$ cat config.mk
export PLATFORM = sky130hd
export DESIGN_NAME = multicycle_ctrl
export DESIGN_NICKNAME = d
export VERILOG_FILES = /design/src/rtl/multicycle_ctrl_pkg.sv /design/src/rtl/multicycle_ctrl_alu_op_decoder.sv /design/src/rtl/multicycle_ctrl.sv
export SDC_FILE = /design/constraint.sdc
export NUM_CORES = 1
export LEC_CHECK = 0
export BUFFER_PORTS_ARGS = -buffer_cell sky130_fd_sc_hd__buf_2
export CAP_MARGIN = 20
export CORE_UTILIZATION = 45
export DETAILED_ROUTE_END_ITERATION = 10
export PLACE_DENSITY_LB_ADDON = 0.2
export SLEW_MARGIN = 20
export SYNTH_ARGS = -nofsm -noshare
export SYNTH_HDL_FRONTEND = slang
export SYNTH_SLANG_ARGS = --single-unit
$ cat constraint.sdc
create_clock -name clk -period 1.39 [get_ports clk]
set_input_delay 0.0695 -clock clk [delete_from_list [all_inputs] [get_ports clk]]
set_output_delay 0.0695 -clock clk [all_outputs]
set_load 0.02 [all_outputs]
$ cat src/rtl/multicycle_ctrl_pkg.sv
// Shared encodings for the multicycle control FSM: opcodes, ALU operations,
// controller states and the datapath mux select codes.
package multicycle_ctrl_pkg;

    typedef enum logic [3:0] {
        OP_RTYPE = 4'd0,
        OP_LD    = 4'd1,
        OP_ST    = 4'd2,
        OP_ADDI  = 4'd3,
        OP_BEQ   = 4'd4,
        OP_BNE   = 4'd5,
        OP_J     = 4'd6,
        OP_HALT  = 4'd7
    } opcode_e;

    typedef enum logic [2:0] {
        ALU_ADD = 3'd0,
        ALU_SUB = 3'd1,
        ALU_AND = 3'd2,
        ALU_OR  = 3'd3,
        ALU_XOR = 3'd4,
        ALU_SLT = 3'd5,
        ALU_SLL = 3'd6,
        ALU_SRL = 3'd7
    } aluop_e;

    typedef enum logic [3:0] {
        S_FETCH   = 4'd0,
        S_DECODE  = 4'd1,
        S_MEMADR  = 4'd2,
        S_MEMRD   = 4'd3,
        S_MEMWB   = 4'd4,
        S_MEMWR   = 4'd5,
        S_EXEC    = 4'd6,
        S_ALUWB   = 4'd7,
        S_ADDI_EX = 4'd8,
        S_ADDI_WB = 4'd9,
        S_BRANCH  = 4'd10,
        S_JUMP    = 4'd11,
        S_HALT    = 4'd12
    } state_e;

    localparam logic       SRCA_PC     = 1'b0;
    localparam logic       SRCA_REG    = 1'b1;
    localparam logic [1:0] SRCB_REG    = 2'b00;
    localparam logic [1:0] SRCB_FOUR   = 2'b01;
    localparam logic [1:0] SRCB_IMM    = 2'b10;
    localparam logic [1:0] SRCB_IMM_SH = 2'b11;
    localparam logic [1:0] PC_ALU      = 2'b00;
    localparam logic [1:0] PC_ALUOUT   = 2'b01;
    localparam logic [1:0] PC_JUMP     = 2'b10;

    // States that stall on the memory handshake and are covered by the watchdog.
    function automatic logic isWaitState(input state_e s);
        return (s == S_FETCH) || (s == S_MEMRD) || (s == S_MEMWR);
    endfunction

endpackage

$ cat src/rtl/multicycle_ctrl_alu_op_decoder.sv
// Combinational selection of the ALU operation from the controller state,
// the IR opcode and the R-type funct field.
module multicycle_ctrl_alu_op_decoder
    import multicycle_ctrl_pkg::*;
#(
    parameter int OPCODE_W = 4,
    parameter int ALUOP_W  = 3
) (
    input  state_e              state_i,
    input  logic [OPCODE_W-1:0] opcode_i,
    input  logic [2:0]          funct_i,
    output logic [ALUOP_W-1:0]  aluOp_o
);

    // Address/PC arithmetic is ADD everywhere; only R-type execute and branch compare differ.
    always_comb begin
        aluOp_o = ALUOP_W'(ALU_ADD);
        case (state_i)
            S_EXEC: begin
                if (opcode_i == OPCODE_W'(OP_RTYPE)) begin
                    aluOp_o = ALUOP_W'(funct_i);
                end
            end
            S_BRANCH: aluOp_o = ALUOP_W'(ALU_SUB);
            default:  aluOp_o = ALUOP_W'(ALU_ADD);
        endcase
    end

endmodule

$ cat src/rtl/multicycle_ctrl.sv
// Main control FSM of the multicycle processor: sequences the shared ALU and
// memory, with a memory wait-state watchdog and HALT/illegal-opcode handling.
module multicycle_ctrl
    import multicycle_ctrl_pkg::*;
#(
    parameter int WAIT_LIMIT = 255,
    parameter int OPCODE_W   = 4,
    parameter int ALUOP_W    = 3
) (
    input  logic                clk,
    input  logic                rst_n,
    input  logic [OPCODE_W-1:0] opcode,
    input  logic [2:0]          funct,
    input  logic                zero,
    input  logic                mem_ready,
    output logic [ALUOP_W-1:0]  ALU_Op,
    output logic                alu_src_a,
    output logic [1:0]          alu_src_b,
    output logic [1:0]          pc_src,
    output logic                pc_en,
    output logic                i_or_d,
    output logic                mem_read,
    output logic                mem_write,
    output logic                ir_write,
    output logic                reg_write,
    output logic                reg_dst,
    output logic                mem_to_reg,
    output logic                illegal_op,
    output logic                mem_timeout,
    output logic                halted,
    output logic [3:0]          state_dbg
);

    localparam int WCNT_W = $clog2(WAIT_LIMIT + 1);

    state_e              state_q, state_d;
    logic [WCNT_W-1:0]   waitCnt_q, waitCnt_d;
    logic                timeout_q, timeout_d;

    logic isRtype, isLd, isSt, isAddi, isBeq, isBne, isJump, isHalt;
    logic waiting, limitHit;
    logic pcEn, memRead, memWrite, irWrite, regWrite;

    assign isRtype = (opcode == OPCODE_W'(OP_RTYPE));
    assign isLd    = (opcode == OPCODE_W'(OP_LD));
    assign isSt    = (opcode == OPCODE_W'(OP_ST));
    assign isAddi  = (opcode == OPCODE_W'(OP_ADDI));
    assign isBeq   = (opcode == OPCODE_W'(OP_BEQ));
    assign isBne   = (opcode == OPCODE_W'(OP_BNE));
    assign isJump  = (opcode == OPCODE_W'(OP_J));
    assign isHalt  = (opcode == OPCODE_W'(OP_HALT));

    // A stalled cycle that would bring the count up to the limit trips the watchdog;
    // mem_ready in that same cycle means the state is not stalled, so it wins.
    assign waiting  = isWaitState(state_q) && !mem_ready;
    assign limitHit = waiting && (waitCnt_q == WCNT_W'(WAIT_LIMIT - 1));

    always_ff @(posedge clk or negedge rst_n) begin
        if (!rst_n) begin
            state_q   <= S_FETCH;
            waitCnt_q <= '0;
            timeout_q <= 1'b0;
        end else begin
            state_q   <= state_d;
            waitCnt_q <= waitCnt_d;
            timeout_q <= timeout_d;
        end
    end

    always_comb begin
        waitCnt_d = '0;
        timeout_d = timeout_q;
        if (limitHit) begin
            timeout_d = 1'b1;
        end else if (waiting) begin
            waitCnt_d = waitCnt_q + WCNT_W'(1);
        end
    end

    always_comb begin
        state_d    = state_q;
        alu_src_a  = SRCA_PC;
        alu_src_b  = SRCB_FOUR;
        pc_src     = PC_ALU;
        i_or_d     = 1'b0;
        reg_dst    = 1'b0;
        mem_to_reg = 1'b0;
        pcEn       = 1'b0;
        memRead    = 1'b0;
        memWrite   = 1'b0;
        irWrite    = 1'b0;
        regWrite   = 1'b0;
        illegal_op = 1'b0;
        case (state_q)
            S_FETCH: begin
                memRead = 1'b1;
                irWrite = mem_ready;
                pcEn    = mem_ready;
                if (mem_ready) begin
                    state_d = S_DECODE;
                end else if (limitHit) begin
                    state_d = S_HALT;
                end
            end
            S_DECODE: begin
                alu_src_b = SRCB_IMM_SH;
                if (isLd || isSt) begin
                    state_d = S_MEMADR;
                end else if (isRtype) begin
                    state_d = S_EXEC;
                end else if (isAddi) begin
                    state_d = S_ADDI_EX;
                end else if (isBeq || isBne) begin
                    state_d = S_BRANCH;
                end else if (isJump) begin
                    state_d = S_JUMP;
                end else if (isHalt) begin
                    state_d = S_HALT;
                end else begin
                    illegal_op = 1'b1;
                    state_d    = S_FETCH;
                end
            end
            S_MEMADR: begin
                alu_src_a = SRCA_REG;
                alu_src_b = SRCB_IMM;
                if (isLd) begin
                    state_d = S_MEMRD;
                end else if (isSt) begin
                    state_d = S_MEMWR;
                end else begin
                    state_d = S_FETCH;
                end
            end
            S_MEMRD: begin
                memRead = 1'b1;
                i_or_d  = 1'b1;
                if (mem_ready) begin
                    state_d = S_MEMWB;
                end else if (limitHit) begin
                    state_d = S_HALT;
                end
            end
            S_MEMWB: begin
                regWrite   = 1'b1;
                mem_to_reg = 1'b1;
                state_d    = S_FETCH;
            end
            S_MEMWR: begin
                memWrite = 1'b1;
                i_or_d   = 1'b1;
                if (mem_ready) begin
                    state_d = S_FETCH;
                end else if (limitHit) begin
                    state_d = S_HALT;
                end
            end
            S_EXEC: begin
                alu_src_a = SRCA_REG;
                alu_src_b = SRCB_REG;
                state_d   = S_ALUWB;
            end
            S_ALUWB: begin
                regWrite = 1'b1;
                reg_dst  = 1'b1;
                state_d  = S_FETCH;
            end
            S_ADDI_EX: begin
                alu_src_a = SRCA_REG;
                alu_src_b = SRCB_IMM;
                state_d   = S_ADDI_WB;
            end
            S_ADDI_WB: begin
                regWrite = 1'b1;
                state_d  = S_FETCH;
            end
            S_BRANCH: begin
                alu_src_a = SRCA_REG;
                alu_src_b = SRCB_REG;
                pc_src    = PC_ALUOUT;
                pcEn      = isBeq ? zero : ~zero;
                state_d   = S_FETCH;
            end
            S_JUMP: begin
                pc_src  = PC_JUMP;
                pcEn    = 1'b1;
                state_d = S_FETCH;
            end
            S_HALT: state_d = S_HALT;
            default: state_d = S_FETCH;
        endcase
    end

    // While reset is held the state already reads FETCH, but its Mealy enables must stay off.
    assign pc_en     = pcEn & rst_n;
    assign mem_read  = memRead & rst_n;
    assign mem_write = memWrite & rst_n;
    assign ir_write  = irWrite & rst_n;
    assign reg_write = regWrite & rst_n;

    assign mem_timeout = timeout_q;
    assign halted      = (state_q == S_HALT);
    assign state_dbg   = state_q;

    multicycle_ctrl_alu_op_decoder #(
        .OPCODE_W (OPCODE_W),
        .ALUOP_W  (ALUOP_W)
    ) uAluOpDecoder (
        .state_i  (state_q),
        .opcode_i (opcode),
        .funct_i  (funct),
        .aluOp_o  (ALU_Op)
    );

endmodule

Yosys cells after proc, flatten, opt, wreduce, memory -nomap -nowiden
Cells that the tools add are included.
W data, S select, Z words.
{ "op_classes": {"addsub": 1, "eq_ne": 20, "muxes": 36, "n_bitwise": 6, "reduce_logical": 15} }
{ "op_table": {"columns": ["operator", "count"], "rows": [
  ["$mux W4", 10],
  ["$eq A4 B3 Y1 const B", 8],
  ["$pmux W4 S8", 1],
  ["$eq A4 B4 Y1 const B", 5],
  ["$eq A4 B2 Y1 const B", 4],
  ["$mux W1", 16],
  ["$mux W8", 2],
  ["$mux W3", 3],
  ["$add A8 B1 Y8 const B", 1],
  ["$eq A4 B1 Y1 const B", 2],
  ["$eq A8 B8 Y1 const B", 1],
  ["$logic_not A4 Y1", 2],
  ["$reduce_or A2 Y1", 4],
  ["$pmux W2 S3", 1],
  ["$pmux W3 S2", 1],
  ["$and A1 B1 Y1", 5],
  ["$logic_or A1 B1 Y1", 4],
  ["$pmux W2 S2", 1],
  ["$reduce_or A4 Y1", 1],
  ["$pmux W1 S3", 1],
  ["$reduce_or A3 Y1", 1],
  ["$logic_and A1 B1 Y1", 2],
  ["$logic_not A1 Y1", 1],
  ["$not A1 Y1", 1]
]} }
{ "word_totals": {"ff_bits": 13, "in_bits": 11, "output_inout_bits": 23, "word_cells": 81} }

Logic depth before layout (Yosys ltp)
Gate-level depths: netlist of run 1.
{ "logic_depth": {"ltp_word": 8, "mapped_depth": 6} }

Hierarchy
From an unflattened synthesis of run 1, not the netlist that was laid out.
{ "unflattened": {"cells_unflattened": 136, "area_unflattened_um2": 1082.3} }
{ "modules_own_cells": {"columns": ["mod", "instances", "cells_each", "area_per_inst_um2", "seq_area_each_um2"], "rows": [
  ["multicycle_ctrl", 1, 127, 1012.2, 325.3],
  ["multicycle_ctrl_alu_op_decoder", 1, 9, 70.1, 0.0]
]} }

Worst setup path before layout of run 1
Ideal clock, no wire load.
{ "synth_timing": {"kind": "reg2out", "start": "register state_q[2], in the netlist state_dbg[2]", "end": "output port pc_en", "t_arrival_ns": 1.933, "t_required_ns": 1.321, "path_slack_ns": -0.612, "stages_incl_launch_ff": 6, "n_path_buf": 1, "cell_sequence": "dfrtp_1 -> buf_2 -> nor2_1 -> nand2_1 -> nor4b_1 -> nand2b_1"} }
{ "synth_between": {"elab_chain_cells": 3} }
{ "synth_lines": {"columns": ["element", "line", "source"], "rows": [
  ["start: declaration", "multicycle_ctrl.sv:36", "state_e state_q, state_d;"],
  ["start signal: assignment", "multicycle_ctrl.sv:64", "state_q <= state_d;"],
  ["$eq A4 B4 Y1 or $logic_not A4 Y1 (tied branches)", "multicycle_ctrl.sv:94", "case (state_q)"],
  ["$pmux W1 S3 (*)", "multicycle_ctrl.sv:94", null],
  ["$and A1 B1 Y1 (*)", "multicycle_ctrl.sv:195", "assign pc_en = pcEn & rst_n;"],
  ["end: declaration", "multicycle_ctrl.sv:20", "output logic pc_en,"]
]} }
Mark *: on every way between the ends. The rest lies on a longest branch, timed or not.

Worst setup path in the final report of run 1
{ "layout_timing": {"start": "register state_q[0], in the netlist state_dbg[0]", "end": "output port reg_write"} }
{ "layout_between": {"elab_chain_cells": 4} }
{ "layout_lines": {"columns": ["element", "line", "source"], "rows": [
  ["$eq A4 B4 Y1 or $eq A4 B3 Y1 (tied branches)", "multicycle_ctrl.sv:94", null],
  ["$reduce_or A3 Y1 (no source line) (*)", null, null],
  ["$mux W1 (*)", "multicycle_ctrl.sv:94", null],
  ["$and A1 B1 Y1 (*)", "multicycle_ctrl.sv:199", "assign reg_write = regWrite & rst_n;"],
  ["end: declaration", "multicycle_ctrl.sv:25", "output logic reg_write,"]
]} }
Marked as above.

==> results of run 1 <==
synth_stat cells, types with 3 or more instances:
| cell | count |
|---|---|
| xnor2_1 | 5 |
| xor2_1 | 6 |
| nand2_1 | 10 |
| buf_2 | 6 |
| nand3_1 | 4 |
| dfrtp_1 | 13 |
| and3_1 | 3 |
| nand2b_1 | 4 |
| nor3_1 | 6 |
| nor4b_1 | 3 |
| nor2b_1 | 3 |
| inv_1 | 5 |
| o21ai_0 | 5 |
| and2_1 | 3 |
| nor2_1 | 17 |
power by group through the flow:
stage | logic [mW] | registers (mW) | clock network (mW)
6_report | 3.31 | 0.576 | 0.231
5_1_grt | 3.44 | 0.580 | 0.246
4_1_cts | 2.60 | 0.558 | 0.240
3_5_place_dp | 1.89 | 0.585 | 0
3_3_place_gp | 1.86 | 0.580 | 0
2_1_floorplan | 1.16 | 0.632 | 0
what timing repair did:
action / in CTS / in global routing
pin swaps: 10 / 8
endpoints found under the setup margin: 19 / 31
endpoints found under the hold margin: 13 / 7
gates resized for setup: 50 / 36
gates cloned: 1 / 0
hold buffers: 1 / 1
setup buffers: 13 / 6
how the worst min path moves through the flow:
stage	to	slack, ns	cells past startpoint
2_1_floorplan	mem_timeout$_DFFE_PN0N_	-0.23	0
3_3_place_gp	mem_timeout$_DFFE_PN0N_	-0.06	1
3_5_place_dp	mem_timeout$_DFFE_PN0N_	-0.06	1
4_1_cts	state_dbg[0]$_DFF_PN0_	0.23	4
5_1_grt	state_dbg[1]$_DFF_PN0_	0.02	3
6_report	state_dbg[1]$_DFF_PN0_	0.02	3
metrics by stage:
stage                 util  instance area [µm²]
floorplan                -                 1097
global placement    0.6596                 1445
detailed placement  0.6596                 1445
CTS                 0.8007                 1754
global route        0.8835                 1936
finish              0.8835                 1936
registers in the layout (all words and copies together) (netlist names):
name,cells
mem_timeout,1
waitCnt_q,8
state_dbg,4
layout by cell type, fill, tap and decap left out, drive strengths merged, types with 2 or more instances in the layout:
cell and n:
buf 78, nor2 17, dfrtp 13, nand2 10
xor2 6, nor3 6, o21ai 6, xnor2 5
inv 5, nand3 4, clkbuf 4, nor4b 4
nand2b 4, and2 3, and3 3, o211ai 3
nor2b 3, a21oi 2, and4 2, nand4 2
a21o 2, ha 2, or3 2, o32ai 2
nor4 2
final cells by class:
type                       instances  area (µm²)  area share
tap                               28       35.03     0.01810
inverter                           5       26.28     0.01357
clock buffer                       4       26.28     0.01357
sequential                        13       330.3      0.1707
multi-input combinational        100       872.1      0.4505
timing repair buffer              80       645.6      0.3335
layer usage:
metal | share of wire | global-route usage
met1 | 0.36 | 0.3855
met2 | 0.48 | 0.6133
met3 | 0.084 | 0.05247
met4 | 0.070 | 0.2286
met5 | 0 | 0
cells by family (layout without fill, tap and decap cells):
family / after synthesis / after routing / share of synthesized area
mux: 1 / 1 / 0.009639
fa+ha+maj: 2 / 2 / 0.02409
flops: 13 / 13 / 0.3133
compound gates: 21 / 21 / 0.1554
xor+xnor: 11 / 11 / 0.09277
buf+inv: 13 / 89 / 0.06507
simple gates: 65 / 65 / 0.3398
worst register-to-register path: stages, from the launching register on:
cell	delay (ns)
dfrtp_2	0.43
buf_4	0.16
or2_4	0.24
o32ai_4	0.23
nand2b_1	0.15
buf_6	0.17
o211ai_2	0.15
==> key figures, run 1 <==
Outcome
  – Status: finished with violations
  – Failing checks: setup timing

Pwr
  – Peak VDD IR: 1.744 mV
  – Register share of total power: 0.140
  – LEAKAGE: roughly 0.94 nW
  – Switching power share of the total: 0.4808
  – Share of total power in combinational logic: 0.804
  – Total power: 4.118 mW
  – NetSw: 1.980 mW
  – Pwr dens: around 2100 nW/µm²
  – Clock network power share: 0.056
  – P_int: 2.138 mW

Critical path
  – Setup crit end kind: output port
  – Worst r2r src: state_dbg[3]$_DFF_PN0_
  – Crit path capture: reg_write
  – CP cell instances: buf_4 -> inv_6 -> mux2i_2 -> nor2_1 -> o21a_2 -> buf_6
  – Worst Setup Start Kind: register
  – Arrival @ worst endpoint: 1.72 ns
  – CP max stage delay: roughly 0.44 ns
  – CP delay by family, top: flip-flops
  – Total stage count of the critical path: 6
  – CP Launch Point: state_dbg[0]$_DFF_PN0_
  – Crit path buf inv count: 3
  – Worst r2r path cells: 6
  – Crit Path Max Fanout: 6
  – Critical path data required time: 1.32 ns
  – Crit path max-delay cell type: dfrtp_2
  – Setup CP Type: register to output port
  – Flop2flop setup slack: -0.24 ns
  – RR Endpoint: state_dbg[0]$_DFF_PN0_

Route
  – Routed vias/inst: about 6.1
  – Final WL: around 5 mm
  – DRC errors left: 0
  – Drt wl/cell: 21.81 µm
  – Vias: approximately 1.4k
  – Antenna-violating nets left: 0
  – Pre-Repair DR Iteration Count: 5
  – Number of DRC markers in iteration 0: between 70 and 80

Synth
  – Syn Area/Cell: 8.242 µm²
  – Area contributors post-synth: dfrtp_1 31%, nor2_1 6.1%, xor2_1 5.1%
  – Register bit total from synthesis: 13
  – Synth Warn #: 0
  – Post-synth EDFFs: 0
  – Mapped Cells: 126
  – Sequential fraction of the synthesis area: 0.3133
  – Yosys cell types: 40
  – Syn nets: 139
  – Post-Synthesis Cell Area: 1038 µm²
  – Top cell type's share of synthesized area: 0.3133
  – FFs w/ async S/R, synth: 1.000
  – Synth Flop Type: dfrtp_1
  – Cell accounting for the most synthesized area: dfrtp_1

Placed design
  – Post-placement setup slack: -0.07430 ns
  – Cell count after placement: approximately 210
  – HPWL after DPL: between 2 and 2.5 mm
  – GPL Wtd Cong: 0.8334
  – I/O Buffers: 33

STA
  – Setup TNS: -5.419 ns
  – RSZ-0062 raised after global routing: true
  – Post-Route Skew: 0.002463 ns
  – Hold Vio Cnt, Final: 0
  – Period utilization: 1.289
  – Fin. max-slew vios: 0
  – Fin Hold WS: 0.02057 ns
  – Final worst slack: -0.4014 ns
  – Worst-margin pin slew: slightly above 0.5 ns
  – Fmax: roughly 560 MHz
  – Final min period: between 1.5 and 2 ns
  – Setup Viol. Count Final: 31
  – Max_slew headroom: 0.6528

Floorplan
  – Die area: 2504 µm²
  – Row Count: 17
  – CORE AREA: 2191 µm²
  – I/O pins: 34
  – Die extent in x: about 50 µm
  – Die Y: 50.04 µm
  – Initial Utilization: 0.4740

Finish
  – Number of antenna diodes: 0
  – FILL cells: 113
  – Area grow syn2layout: 86.39%
  – Final std cells w/o fill: 230
  – Nets: 216
  – Share of layout cells above drive strength 1: 0.6238

Global route
  – Vias in the first global route: 1322
  – GR Overflow Total: 0
  – Pin count of the biggest net entering global routing: 11
  – First-pass GRT wire length: 6.437 mm
  – GRT Overall Usage: 0.3503
  – Initial antenna violation count: 0

Worst hold path
  – Hold Crit Class: primary input to async pin

Job
  – Max cap viols: 0

Clock tree
  – Num CTS Buffers: 3
  – Clock Pin Slew Worst Setup and Hold Paths: 0.07 ns
  – Root Buffer: clkbuf_4
  – Clk Latency, worst-skew pair: 0.28 ns
  – Clock sink total: 13
  – CTS tree: built
  – H-tree Lvls: 1
  – Max clock buf depth: 2
Note: power is estimated with default switching activity, not from simulation.
==> run 2: changes to the inputs <==
--- a/config.mk
+++ b/config.mk
@@ -7,7 +7,7 @@
 export LEC_CHECK = 0
 export BUFFER_PORTS_ARGS = -buffer_cell sky130_fd_sc_hd__buf_2
 export CAP_MARGIN = 20
-export CORE_UTILIZATION = 45
+export CORE_UTILIZATION = 48
 export DETAILED_ROUTE_END_ITERATION = 10
 export PLACE_DENSITY_LB_ADDON = 0.2
 export SLEW_MARGIN = 20
==> constraint.sdc (replaced) <==
create_clock -name clk -period 2.2 [get_ports clk]
set_input_delay 0.11 -clock clk [delete_from_list [all_inputs] [get_ports clk]]
set_output_delay 0.11 -clock clk [all_outputs]
set_load 0.02 [all_outputs]
==> run 2 against run 1 <==
Compared with the run above:
- the flow now finishes without violations
- via count decreased by 26%
- sequential power decreased by 29%
- non-clock buffer count decreased by 43
- die area decreased by 6.0%
- sequential share of layout area increased by 9.0 points
- total power decreased by 65%
- register-to-register slack improved by 0.69 ns
- final area decreased by 36%
- combinational power decreased by 73%
- first-iteration DRC count decreased by 67%
- cell count decreased by 19%
- largest cell class unchanged
- largest power group unchanged
- highest routed layer unchanged
==> key figures, run 2 (synthesized netlist as in run 1, its figures left out) <==
Outcome
  – Status: completed

STA
  – Final min period: 2.015 ns
  – Hold Vio Cnt, Final: 0 (unchanged)
  – RSZ-0062 raised after global routing: false
  – Period utilization: 0.9159
  – Fin. max-slew vios: 0 (unchanged)
  – Fmax: 496.3 MHz
  – Max_slew headroom: 0.6024 (-0.05043)
  – Setup TNS: 0 ns (+5.419 ns)
  – Post-Route Skew: 0.003860 ns (+0.001396 ns)
  – Fin Hold WS: 0.2824 ns (+0.2618 ns)
  – Worst-margin pin slew: 0.5964 ns (+0.08288 ns)
  – Setup Viol. Count Final: 0 (-100%)

Critical path
  – Crit path buf inv count: 1 (-2)
  – CP delay by family, top: simple AND/OR/NAND/NOR gates
  – Setup crit end kind: output port
  – RR Endpoint: state_dbg[0]$_DFF_PN0_
  – Crit Path Max Fanout: 13 (+7)
  – CP cell instances: and2b_1 -> nand2_1 -> nor4_1 -> and2_1 -> buf_2
  – Critical path data required time: 2.09 ns (+0.77 ns)
  – Flop2flop setup slack: 0.45 ns (+0.69 ns)
  – Worst r2r path cells: 4 (-2)
  – CP max stage delay: 0.57 ns (+0.13 ns)
  – Arrival @ worst endpoint: 1.91 ns (+0.19 ns)
  – Worst r2r src: state_dbg[3]$_DFF_PN0_
  – Worst Setup Start Kind: register
  – Crit path max-delay cell type: dfrtp_1
  – Setup CP Type: register to output port

Finish
  – Share of layout cells above drive strength 1: 0.2704 (-0.3533)
  – Largest register FFs: 8 (unchanged)
  – Commonest non-fill, non-tap cell in the layout: buf_2
  – Area grow syn2layout: 20.12%
  – Top reg by flops: waitCnt_q
  – Nets: 173 (-20%)
  – Final Util: 0.6231 (-0.2604)
  – Number of antenna diodes: 0 (unchanged)
  – Most frequent cells in the layout: 33 x buf_2, 17 x nor2_1, 13 x dfrtp_1

Clock tree
  – Clock Pin Slew Worst Setup and Hold Paths: 0.08 ns (about the same)
  – Num CTS Buffers: 3 (unchanged)
  – Post-CTS Setup Bufs: 0 (-13)
  – H-tree Lvls: 1 (unchanged)
  – Clock sink total: 13 (unchanged)
  – Root Buffer: clkbuf_4
  – Max clock buf depth: 2 (unchanged)
  – Clk Latency, worst-skew pair: 0.28 ns (about the same)
  – Post-CTS resize count: 0 (-100%)
  – CTS tree: built
  – Post-cts hold buffer count: 1 (unchanged)

Pwr
  – Switching power share of the total: 0.5300 (+0.04914)
  – Pwr dens: 1160 nW/µm² (-45%)
  – Share of total power in combinational logic: 0.611 (-0.193)
  – LEAKAGE: 0.6281 nW (-33%)
  – P_int: 0.6802 mW (-68%)
  – Register share of total power: 0.284 (+0.144)
  – Peak VDD IR: 0.6672 mV (-62%)
  – NetSw: 0.7669 mW (-61%)
  – Clock network power share: 0.105 (+0.049)

Global route
  – GR Overflow Total: 0 (unchanged)
  – Pin count of the biggest net entering global routing: 19 (+8)
  – GRT Overall Usage: 0.2379 (-0.1124)
  – Vias in the first global route: 980 (-26%)
  – Initial antenna violation count: 0 (unchanged)
  – First-pass GRT wire length: 4.284 mm (-33%)

Floorplan
  – Die Y: 48.52 µm (-3.0%)
  – Die area: 2354 µm² (-6.0%)
  – Row Count: 16 (-1)
  – Initial Utilization: 0.5188 (+0.04474)
  – I/O pins: 34 (unchanged)
  – CORE AREA: 2002 µm² (-8.6%)
  – Die extent in x: 48.52 µm (-3.0%)

Route
  – DRC errors left: 0 (unchanged)
  – Routed vias/inst: 5.624 (-8.3%)
  – Drt wl/cell: 13.45 µm (-38%)
  – Number of DRC markers in iteration 0: 24 (-67%)
  – Pre-Repair DR Iteration Count: 5 (unchanged)
  – Vias: 1046 (-26%)
  – Final WL: 2.502 mm (-50%)
  – Antenna-violating nets left: 0 (unchanged)

Placed design
  – GPL Wtd Cong: 0.8580 (+3.0%)
  – HPWL after DPL: 1.808 mm (-14%)
  – I/O Buffers: 33 (unchanged)

Worst hold path
  – Hold depth: 3
  – Hold Crit Class: primary input to register
  – Hold EP: state_dbg[2]$_DFF_PN0_
  – Worst Min Path Start: mem_ready

Job
  – Max cap viols: 0 (unchanged)
run 2: cell types whose count changed in the layout (fill, tap and decap cells not counted), sizes merged:
cell          previous run  this run
buf                     78        36
dlymetal6s4s             1         0
run 2: layer usage:
metal	up-vias	wire (µm)	GRT usage
met3	4	159	0.06918
met1	482	1158	0.3227
met2	43	1161	0.3638
met4	0	23	0.07843
met5	-	0	0
li1	517	-	-
run 2: cell type report:
class                           instances  area (µm²)
Fill cell                             189       754.5
Inverter                                5       18.77
Multi-Input combinational cell        100       645.6
Timing Repair Buffer                   37       197.7
Tap cell                               27       33.78
Clock buffer                            4       26.28
Sequential cell                        13       325.3
run 2: power groups by stage:
stage | logic (mW) | clock network, mW | registers (mW)
final | 0.884 | 0.152 | 0.411
after CTS | 0.883 | 0.153 | 0.408
after global placement | 0.861 | 0 | 0.408
after floorplan | 0.682 | 0 | 0.385
after global routing | 0.976 | 0.172 | 0.419
after detailed placement | 0.876 | 0 | 0.412
run 2: how the worst max path moves through the flow:
stage	end	depth (start not counted)	startpoint	slack, ns
3_5_place_dp	ALU_Op[2]	5	state_dbg[1]$_DFF_PN0_	0.48
2_1_floorplan	pc_en	5	state_dbg[2]$_DFF_PN0_	0.16
5_1_grt	ALU_Op[1]	5	state_dbg[1]$_DFF_PN0_	0.02
3_3_place_gp	state_dbg[0]$_DFF_PN0_	4	state_dbg[3]$_DFF_PN0_	0.53
4_1_cts	ALU_Op[2]	5	state_dbg[1]$_DFF_PN0_	0.17
6_report	ALU_Op[2]	5	state_dbg[1]$_DFF_PN0_	0.18
run 2: metrics by stage:
step | cells | setup WS, ns | instance area [µm²] | total power, mW
final | 186 | 0.1850 | 1247 | 1.447
after global routing | 186 | 0.02454 | 1247 | 1.567
after CTS | 186 | 0.1694 | 1247 | 1.444
after detailed placement | 181 | 0.4829 | 1211 | 1.289
after global placement | 181 | 0.5280 | 1211 | 1.268
after floorplan | 126 | 0.1570 | 1039 | 1.067
run 2: worst register-to-register path: cells and delay by family (launching register included):
| kind | cells | cell delay (ns) |
|---|---|---|
| simple gates | 2 | 0.59 |
| flops | 1 | 0.59 |
| compound gates | 2 | 0.48 |
